### src/rtl/linea_scroll_ctrl.sv
// rtl/linea_scroll_ctrl.sv - lane-marker scroll controller: frame-locked posy update, speed FSM.
// Optional lap counter output o_laps enabled by defining LINEA_SCROLL_LAPS_EN.
module linea_scroll_ctrl #(
    parameter logic [9:0] LANE_X     = 10'd305,
    parameter logic [9:0] INIT_Y     = 10'd0,
    parameter logic [9:0] WRAP_Y     = 10'd480,
    parameter logic [9:0] FRAME_LINE = 10'd480,
    parameter int         FRAC       = 2,
    parameter int         SPEED_W    = 4,
    parameter logic [SPEED_W-1:0] MAX_SPEED = 4'd12
) (
    input  logic               i_clock,
    input  logic               i_reset,
    input  logic [9:0]         i_hcount,
    input  logic [9:0]         i_vcount,
    input  logic               i_run,
    input  logic               i_speed_up,
    input  logic               i_speed_down,
    output logic [9:0]         o_posx,
    output logic [9:0]         o_posy,
    output logic [SPEED_W-1:0] o_speed,
    output logic               o_moving,
    output logic               o_frame_tick
`ifdef LINEA_SCROLL_LAPS_EN
    ,
    output logic [15:0]        o_laps
`endif
);
    localparam int PW = 10 + FRAC;
    localparam logic [SPEED_W-1:0] SP_ONE = 1;
    localparam logic [SPEED_W-1:0] SP_ZERO = '0;

    typedef enum logic [1:0] {S_IDLE, S_RUN, S_STOP} state_t;

    state_t             r_state, w_state_nxt;
    logic [SPEED_W-1:0] r_speed, w_speed_nxt;
    logic [PW-1:0]      r_pos, w_pos_sum, w_pos_nxt;
    logic               r_match, r_match_d, w_apply, w_wrap;
    logic               r_up_req, r_dn_req;

    assign w_apply   = r_match & ~r_match_d;
    assign w_pos_sum = r_pos + {{(PW-SPEED_W){1'b0}}, r_speed};
    assign w_wrap    = (w_pos_sum[PW-1:FRAC] >= WRAP_Y);
    // Wrap subtracts whole lines only, so the fractional phase carries across.
    assign w_pos_nxt = w_wrap ? (w_pos_sum - {WRAP_Y, {FRAC{1'b0}}}) : w_pos_sum;

    always_comb begin
        w_state_nxt = r_state;
        w_speed_nxt = r_speed;
        case (r_state)
            S_IDLE: begin
                w_speed_nxt = SP_ZERO;
                if (i_run) begin
                    w_state_nxt = S_RUN;
                    w_speed_nxt = SP_ONE;
                end
            end
            S_RUN: begin
                if (!i_run) begin
                    w_state_nxt = S_STOP;
                    w_speed_nxt = r_speed - SP_ONE;
                end else if (r_up_req && !r_dn_req && r_speed < MAX_SPEED) begin
                    w_speed_nxt = r_speed + SP_ONE;
                end else if (r_dn_req && !r_up_req && r_speed > SP_ONE) begin
                    w_speed_nxt = r_speed - SP_ONE;
                end
            end
            S_STOP: begin
                if (i_run) begin
                    w_state_nxt = S_RUN;
                    w_speed_nxt = (r_speed == SP_ZERO) ? SP_ONE : r_speed;
                end else if (r_speed <= SP_ONE) begin
                    w_state_nxt = S_IDLE;
                    w_speed_nxt = SP_ZERO;
                end else begin
                    w_speed_nxt = r_speed - SP_ONE;
                end
            end
            default: begin
                w_state_nxt = S_IDLE;
                w_speed_nxt = SP_ZERO;
            end
        endcase
    end

    always_ff @(posedge i_clock) begin
        if (i_reset) begin
            r_state   <= S_IDLE;
            r_speed   <= SP_ZERO;
            r_pos     <= {INIT_Y, {FRAC{1'b0}}};
            r_match   <= 1'b0;
            r_match_d <= 1'b0;
            r_up_req  <= 1'b0;
            r_dn_req  <= 1'b0;
        end else begin
            r_match   <= (i_vcount == FRAME_LINE) && (i_hcount == 10'd0);
            r_match_d <= r_match;
            if (w_apply) begin
                r_state  <= w_state_nxt;
                r_speed  <= w_speed_nxt;
                r_pos    <= w_pos_nxt;
                // A press landing on the apply clock survives into the next frame.
                r_up_req <= i_speed_up;
                r_dn_req <= i_speed_down;
            end else begin
                r_up_req <= r_up_req | i_speed_up;
                r_dn_req <= r_dn_req | i_speed_down;
            end
        end
    end

`ifdef LINEA_SCROLL_LAPS_EN
    logic [15:0] r_laps;
    always_ff @(posedge i_clock) begin
        if (i_reset) begin
            r_laps <= 16'd0;
        end else if (w_apply && w_wrap) begin
            r_laps <= r_laps + 16'd1;
        end
    end
    assign o_laps = r_laps;
`endif

    assign o_posx       = LANE_X;
    assign o_posy       = r_pos[PW-1:FRAC];
    assign o_speed      = r_speed;
    assign o_moving     = (r_state != S_IDLE);
    assign o_frame_tick = w_apply;
endmodule

### config.mk
export PLATFORM = sky130hd
export DESIGN_NAME = linea_scroll_ctrl
export DESIGN_NICKNAME = d
export VERILOG_FILES = /design/src/rtl/linea_scroll_ctrl.sv
export SDC_FILE = /design/constraint.sdc
export NUM_CORES = 1
export LEC_CHECK = 0
export CAP_MARGIN = 5
export CORE_MARGIN = 1
export CORE_UTILIZATION = 52
export DETAILED_ROUTE_END_ITERATION = 6
export GPL_TIMING_DRIVEN = 0
export PLACE_DENSITY = 0.91
export SYNTH_ARGS = -nofsm -noshare
export SYNTH_HDL_FRONTEND = slang
export SYNTH_SLANG_ARGS = --single-unit
### constraint.sdc
create_clock -name i_clock -period 7.3 [get_ports i_clock]
set_input_delay 0.73 -clock i_clock [delete_from_list [all_inputs] [get_ports i_clock]]
set_output_delay 0.73 -clock i_clock [all_outputs]
set_load 0.03 [all_outputs]
==> results.cfg, run 1 <==
[outcome]
outcome = completed

[routing]
wl_per_cell_um = 13.8
vias = 1837
vias_per_cell = 5.69
drtIter0Drc = 75
drc_errors = 0
totalWireLength_mm = 4.45
detail-route-antenna-nets = 0
drt_first_pass_iters = 4

[timing]
worst_pin_slew_ns = 0.758
period_share_pct = 43.1
post-route-min-period_ns = 3.14
skew_ns = 0.0108
max_freq_ghz = 0.318
fin_tns_setup_ns = 0
rsz0062_at_grt = no
setup_viol = 0
hold_viol = 0
hold_ws_ns = 0.486
final_max_slew_viol_count = 0
relSlewSlack_pct = 49.0

[worst_setup_path]
r2r_start = o_speed[0]$_SDFFE_PP0P_
critPathRequiredTime_ns = 7.56
crit_fanout = 10
crit_arrival_ns = 3.40
critPathKind = reg -> reg
critPathLaunchType = flip-flop
endpoint_kind = flip-flop
rrSetupSlack_ns = 4.16
cp-startpoint = o_speed[0]$_SDFFE_PP0P_
r2r_end = r_pos[9]$_SDFFE_PP0P_
reg2reg_depth = 10

[synthesis]
ys_seq_area_share_pct = 24.6
synth_most_common_cell = dfxtp_1
synth_common_cells = 22 x dfxtp_1, 21 x a21oi_1, 21 x buf_4
synth_top_area_share_pct = 24.6
yosysWarnings = 0
synth-edff-count = 0
syn_area_sq_mm = 0.00179
syn_avg_cell_area_sq_um = 7.88
async_flop_share_pct = 0
ys_top_cells_by_area = dfxtp_1 25%, buf_4 8.8%, a21oi_1 5.9%
yosysTopAreaCell = dfxtp_1
synthFlopType = dfxtp_1
synthDistinctLibCells = 57
synthCells = 227
ys_seq_elements = 22

[clock_network]
cts_resized = 0
clock_path_buffers = 2
cts_setup_buffers = 0
ctsHoldBuffers = 0
tritoncts = done
clock-sinks = 22
htree_levels = 1
root_buffer = clkbuf_4
clk_pin_slew_ns = 0.13
numCtsBuffers = 3
clk_latency_ns = 0.33

[grt]
grt_antenna_before_repair = 0
busiest_layer = met2
grt_pass1_vias = 1641
grtUsageTotal_pct = 26.8
globalRoute.totalOverflow = 0
gr-usage-met3_pct = 3.62
grt_pass1_wl_mm = 7.33
grt_use_met1_pct = 34.7
grt_util_met2_pct = 43.3
grt_max_degree = 14

[die]
dieArea_sq_mm = 0.00368
die_y_um = 60.7
ios = 51
core_area_sq_mm = 0.00315
die_x_um = 60.7
initial_core_util_pct = 56.7
core.rowCount = 20

[min_path]
hold_depth = 1
hold_start = r_match$_SDFF_PP0_
holdPathEnd = r_match_d$_SDFF_PP0_
min_path_type = reg -> reg

[finish]
final-seq-area_sq_um = 440
multiInputGateArea_sq_mm = 0.00114
fillers = 253
drive_above_1_share_pct = 13.6
diodes = 0
syn_to_final_growth_pct = 30.1
layout.nets = 314

[pwr]
power_frac_seq_pct = 46.2
ir_drop_uv = 91.3
p_int_uw = 201
swShare_pct = 24.8
totalPowerFinal_uw = 267
p_per_area_mw_per_mm2 = 115
power_frac_clock_pct = 37.2
p_leak_nw = 0.915
combPwrFrac_pct = 16.6
switchingPower_uw = 66.2

[placed_design]
io_buffers = 40
gp_congestion = 0.898
dp_hpwl_mm = 3.32

[flow_run]
timing.max_cap.violations = 0
## worst max-delay path by stage
stage | to | slack (ns) | depth (start not counted)
6_report | r_pos[9]$_SDFFE_PP0P_ | 4.16 | 10
5_1_grt | r_pos[9]$_SDFFE_PP0P_ | 3.97 | 10
4_1_cts | r_pos[9]$_SDFFE_PP0P_ | 4.21 | 10
3_5_place_dp | r_pos[9]$_SDFFE_PP0P_ | 4.25 | 10
3_3_place_gp | r_pos[9]$_SDFFE_PP0P_ | 4.34 | 10
2_1_floorplan | r_pos[9]$_SDFFE_PP0P_ | 4.48 | 10
## kinds of logic (layout without fill, tap and decap cells)
group / Yosys count / count (layout) / synth area share (%)
simple gates: 84 / 84 / 24.8
compound gates: 60 / 60 / 24.5
buf+inv: 39 / 83 / 13.2
flops: 22 / 22 / 24.6
fa+ha+maj: 9 / 9 / 6.71
xor+xnor: 8 / 8 / 3.92
mux: 3 / 3 / 1.75
other cells: 2 / 10 / 0.420
## layer usage
layer  vias up  share of wire (%)  wire length, um
met1       827                 42             1890
met5         -                  0                0
met2        90                 48             2140
met3         9                6.9              306
met4         0                2.5              112
li1        911                  -                -
## flip-flops by register name, summed over array words and instances, names as in the netlist
signal	flops
r_pos	12
o_speed	4
r_up_req	1
r_match	1
r_match_d	1
r_dn_req	1
r_state	2
## metrics by stage
| step | utilization [%] | cell area [sq um] | cells | setup WS, ns |
|---|---|---|---|---|
| after CTS | 73.8 | 2330 | 323 | 4.21 |
| after global routing | 73.8 | 2330 | 323 | 3.97 |
| after global placement | 72.1 | 2270 | 319 | 4.34 |
| final | 73.8 | 2330 | 323 | 4.16 |
| after detailed placement | 72.1 | 2270 | 319 | 4.25 |
| after floorplan | - | 1820 | 235 | 4.48 |
## layout make-up
class	count	share of cell area, %
inverters	7	1.13
repair buffers	40	17.2
clock inverters	1	1.29
well taps	44	2.37
flip-flops and latches	22	18.9
multi-input cells	174	49.1
plain buffers	32	9.03
clock buffers	3	0.968
## power groups by stage
stage               logic [mW]  clock network, mW  registers (mW)
global placement        0.0431                  0           0.126
global route            0.0476              0.105           0.123
detailed placement      0.0438                  0           0.126
finish                  0.0444             0.0992           0.123
CTS                     0.0441             0.0990           0.123
floorplan               0.0257                  0           0.125
## worst max-delay path, stage by stage, from the launching register on
cell,delay [ns]
dfxtp_1,0.44
ha_1,0.29
fa_1,0.43
a211oi_1,0.48
nor3_1,0.16
xor2_1,0.28
ha_1,0.34
nand3b_1,0.09
or3_1,0.31
o211a_1,0.13
a31oi_1,0.12
## layout by cell type (no fill, tap or decap), types with 3 or more instances in the layout
cell,n
clkdlybuf4s50_1,40
dfxtp_1,22
buf_4,21
a21oi_1,21
nor2_1,17
nand2_1,16
conb_1,10
ha_1,8
inv_1,7
clkbuf_1,6
nor3_1,6
nand2b_1,5
nand4_1,5
nor2b_1,5
nand3_1,5
nor4_1,5
xnor2_1,5
a211oi_1,4
nor3b_1,4
and3_1,4
buf_2,3
o211ai_1,3
xor2_1,3
o211a_1,3
o21ai_0,3
clkbuf_4,3
(Power assumes the default switching activity.)
==> run 2, diff against run 1 <==
- CORE_UTILIZATION: 52 -> 48
- PLACE_DENSITY: 0.91 -> 0.85
- clock period: 7.3 -> 2.9 ns (I/O delays scaled with it)
==> run 2 against run 1 <==
Net effect: via count is 2.4% lower; sequential cell count did not move; clock power is 120% higher; power grew 140%; worst hold slack lost 0.017 ns; final cell count rose by 0.93%; design area up 0.91%; fmax is 15% higher; register-to-register slack got worse by 4.0 ns; setup slack got worse by 4.0 ns; first-iteration DRC count increased by 28%; critical path depth unchanged; largest power group unchanged.
==> results.cfg, run 2 (synthesis gave the netlist of run 1 again) <==
[outcome]
outcome = completed

[clock_network]
clock_path_buffers = 2
htree_levels = 1
clk_pin_slew_ns = 0.09
ctsHoldBuffers = 0
root_buffer = clkbuf_8
clk_latency_ns = 0.27
numCtsBuffers = 3
tritoncts = done
clock-sinks = 22

[routing]
vias_per_cell = 5.50
detail-route-antenna-nets = 0
totalWireLength_mm = 4.06
wl_per_cell_um = 12.5
vias = 1793
drc_errors = 0
drtIter0Drc = 96
drt_first_pass_iters = 5

[timing]
setup_viol = 0
final_max_slew_viol_count = 0
period_share_pct = 94.4
finalWorstSetupSlack_ns = 0.161
post-route-min-period_ns = 2.74
relSlewSlack_pct = 51.1
hold_ws_ns = 0.469
skew_ns = 0.0103
hold_viol = 0
worst_pin_slew_ns = 0.727
max_freq_ghz = 0.365

[min_path]
hold_depth = 1
hold_start = r_match$_SDFF_PP0_
min_path_type = reg -> reg

[finish]
diodes = 0
syn_to_final_growth_pct = 31.3
finalNonFillerCells = 326
drive_above_1_share_pct = 15.0
mostFrequentLayoutCell = clkdlybuf4s50_1
layout.nets = 315
finalInstanceArea_sq_mm = 0.00235
final_cell_mix = 40 x clkdlybuf4s50_1, 22 x buf_4, 21 x a21oi_1, 21 x dfxtp_1, 17 x nor2_1
regMostFlops = r_pos
largest_register_ffs = 12

[worst_setup_path]
endpoint_kind = flip-flop
crit_fanout = 10
cp_cell_sequence = ha_1 > fa_1 > a211oi_2 > nor3_1 > xor2_1 > ha_2 > nand3b_1 > or3_1 > o211a_1 > a31oi_1
crit_slowest_cell = fa_1
critPathLaunchType = flip-flop
r2r_start = o_speed[0]$_SDFFE_PP0P_
cpPeakStageDelay_ns = 0.44
critPathRequiredTime_ns = 3.10
reg2reg_depth = 10
crit_arrival_ns = 2.94
cp-startpoint = o_speed[0]$_SDFFE_PP0P_
critPathKind = reg -> reg

[flow_run]
timing.max_cap.violations = 0

[die]
core.rowCount = 21
dieArea_sq_mm = 0.00398
ios = 51
die_x_um = 63.1
die_y_um = 63.1
core_area_sq_mm = 0.00344
initial_core_util_pct = 52.0

[placed_design]
dpl_worst_slack_ns = -0.0681
dpl-instance-area_sq_mm = 0.00228
dp.cells = 321
gp_congestion = 0.850
io_buffers = 40
dp_hpwl_mm = 3.06

[pwr]
p_leak_nw = 0.919
ir_drop_uv = 307
totalPowerFinal_uw = 641
p_per_area_mw_per_mm2 = 273

[grt]
grt_max_degree = 13
grtUsageTotal_pct = 21.8
grt_pass1_vias = 1616
globalRoute.totalOverflow = 0
grt_pass1_wl_mm = 7.08
grt_antenna_before_repair = 0
[run 2: path summary, 6_finish.rpt]
kind	end	slack, ns
setup / recovery	r_pos[9]$_SDFFE_PP0P_	0.16
setup reg to reg	r_pos[9]$_SDFFE_PP0P_	0.16
hold / removal	r_match_d$_SDFF_PP0_	0.47
hold reg to reg	r_match_d$_SDFF_PP0_	0.47
[run 2: through the flow]
step                      util [%]  setup TNS, ns
after floorplan                  -              0
after global placement        66.2        -0.0183
after detailed placement      66.2        -0.0681
after CTS                     67.9              0
after global routing          68.2     -0.0000557
final                         68.2              0
[run 2: metal layers]
layer | track usage, % | vias to the layer above | part of all wire [%]
met2 | 34.5 | 73 | 48
met4 | 6.69 | 0 | 0.84
li1 | - | 908 | -
met1 | 28.8 | 808 | 44
met3 | 5.25 | 4 | 6.7
met5 | 0 | - | 0
[run 2: critical path: cells and delay by family, from the launching register on]
family / cells / cell delay [ns]
compound gates: 3 / 0.54
xor+xnor: 1 / 0.24
fa+ha+maj: 3 / 0.98
flops: 1 / 0.38
simple gates: 3 / 0.53
[run 2: area by class of cell]
cell class | instances | area (sq um)
multi-input cells | 174 | 1150
inverters | 7 | 26.3
well taps | 46 | 57.6
fillers | 297 | 1090
clock buffers | 4 | 55.1
flip-flops and latches | 22 | 442
plain buffers | 32 | 210
repair buffers | 41 | 408
[run 2: timing repair]
| item | in CTS | in global routing |
|---|---|---|
| resized for setup | 1 | 2 |
| setup buffers | 0 | 1 |
| pin swaps | 0 | 2 |
| setup endpoints to repair | 1 | 2 |
[run 2: power by group]
group | internal, mW | switching [mW] | total, mW
sequential | 0.307 | 0.00288 | 0.309
combinational | 0.0578 | 0.0521 | 0.110
clock | 0.121 | 0.101 | 0.222
total | 0.485 | 0.156 | 0.641
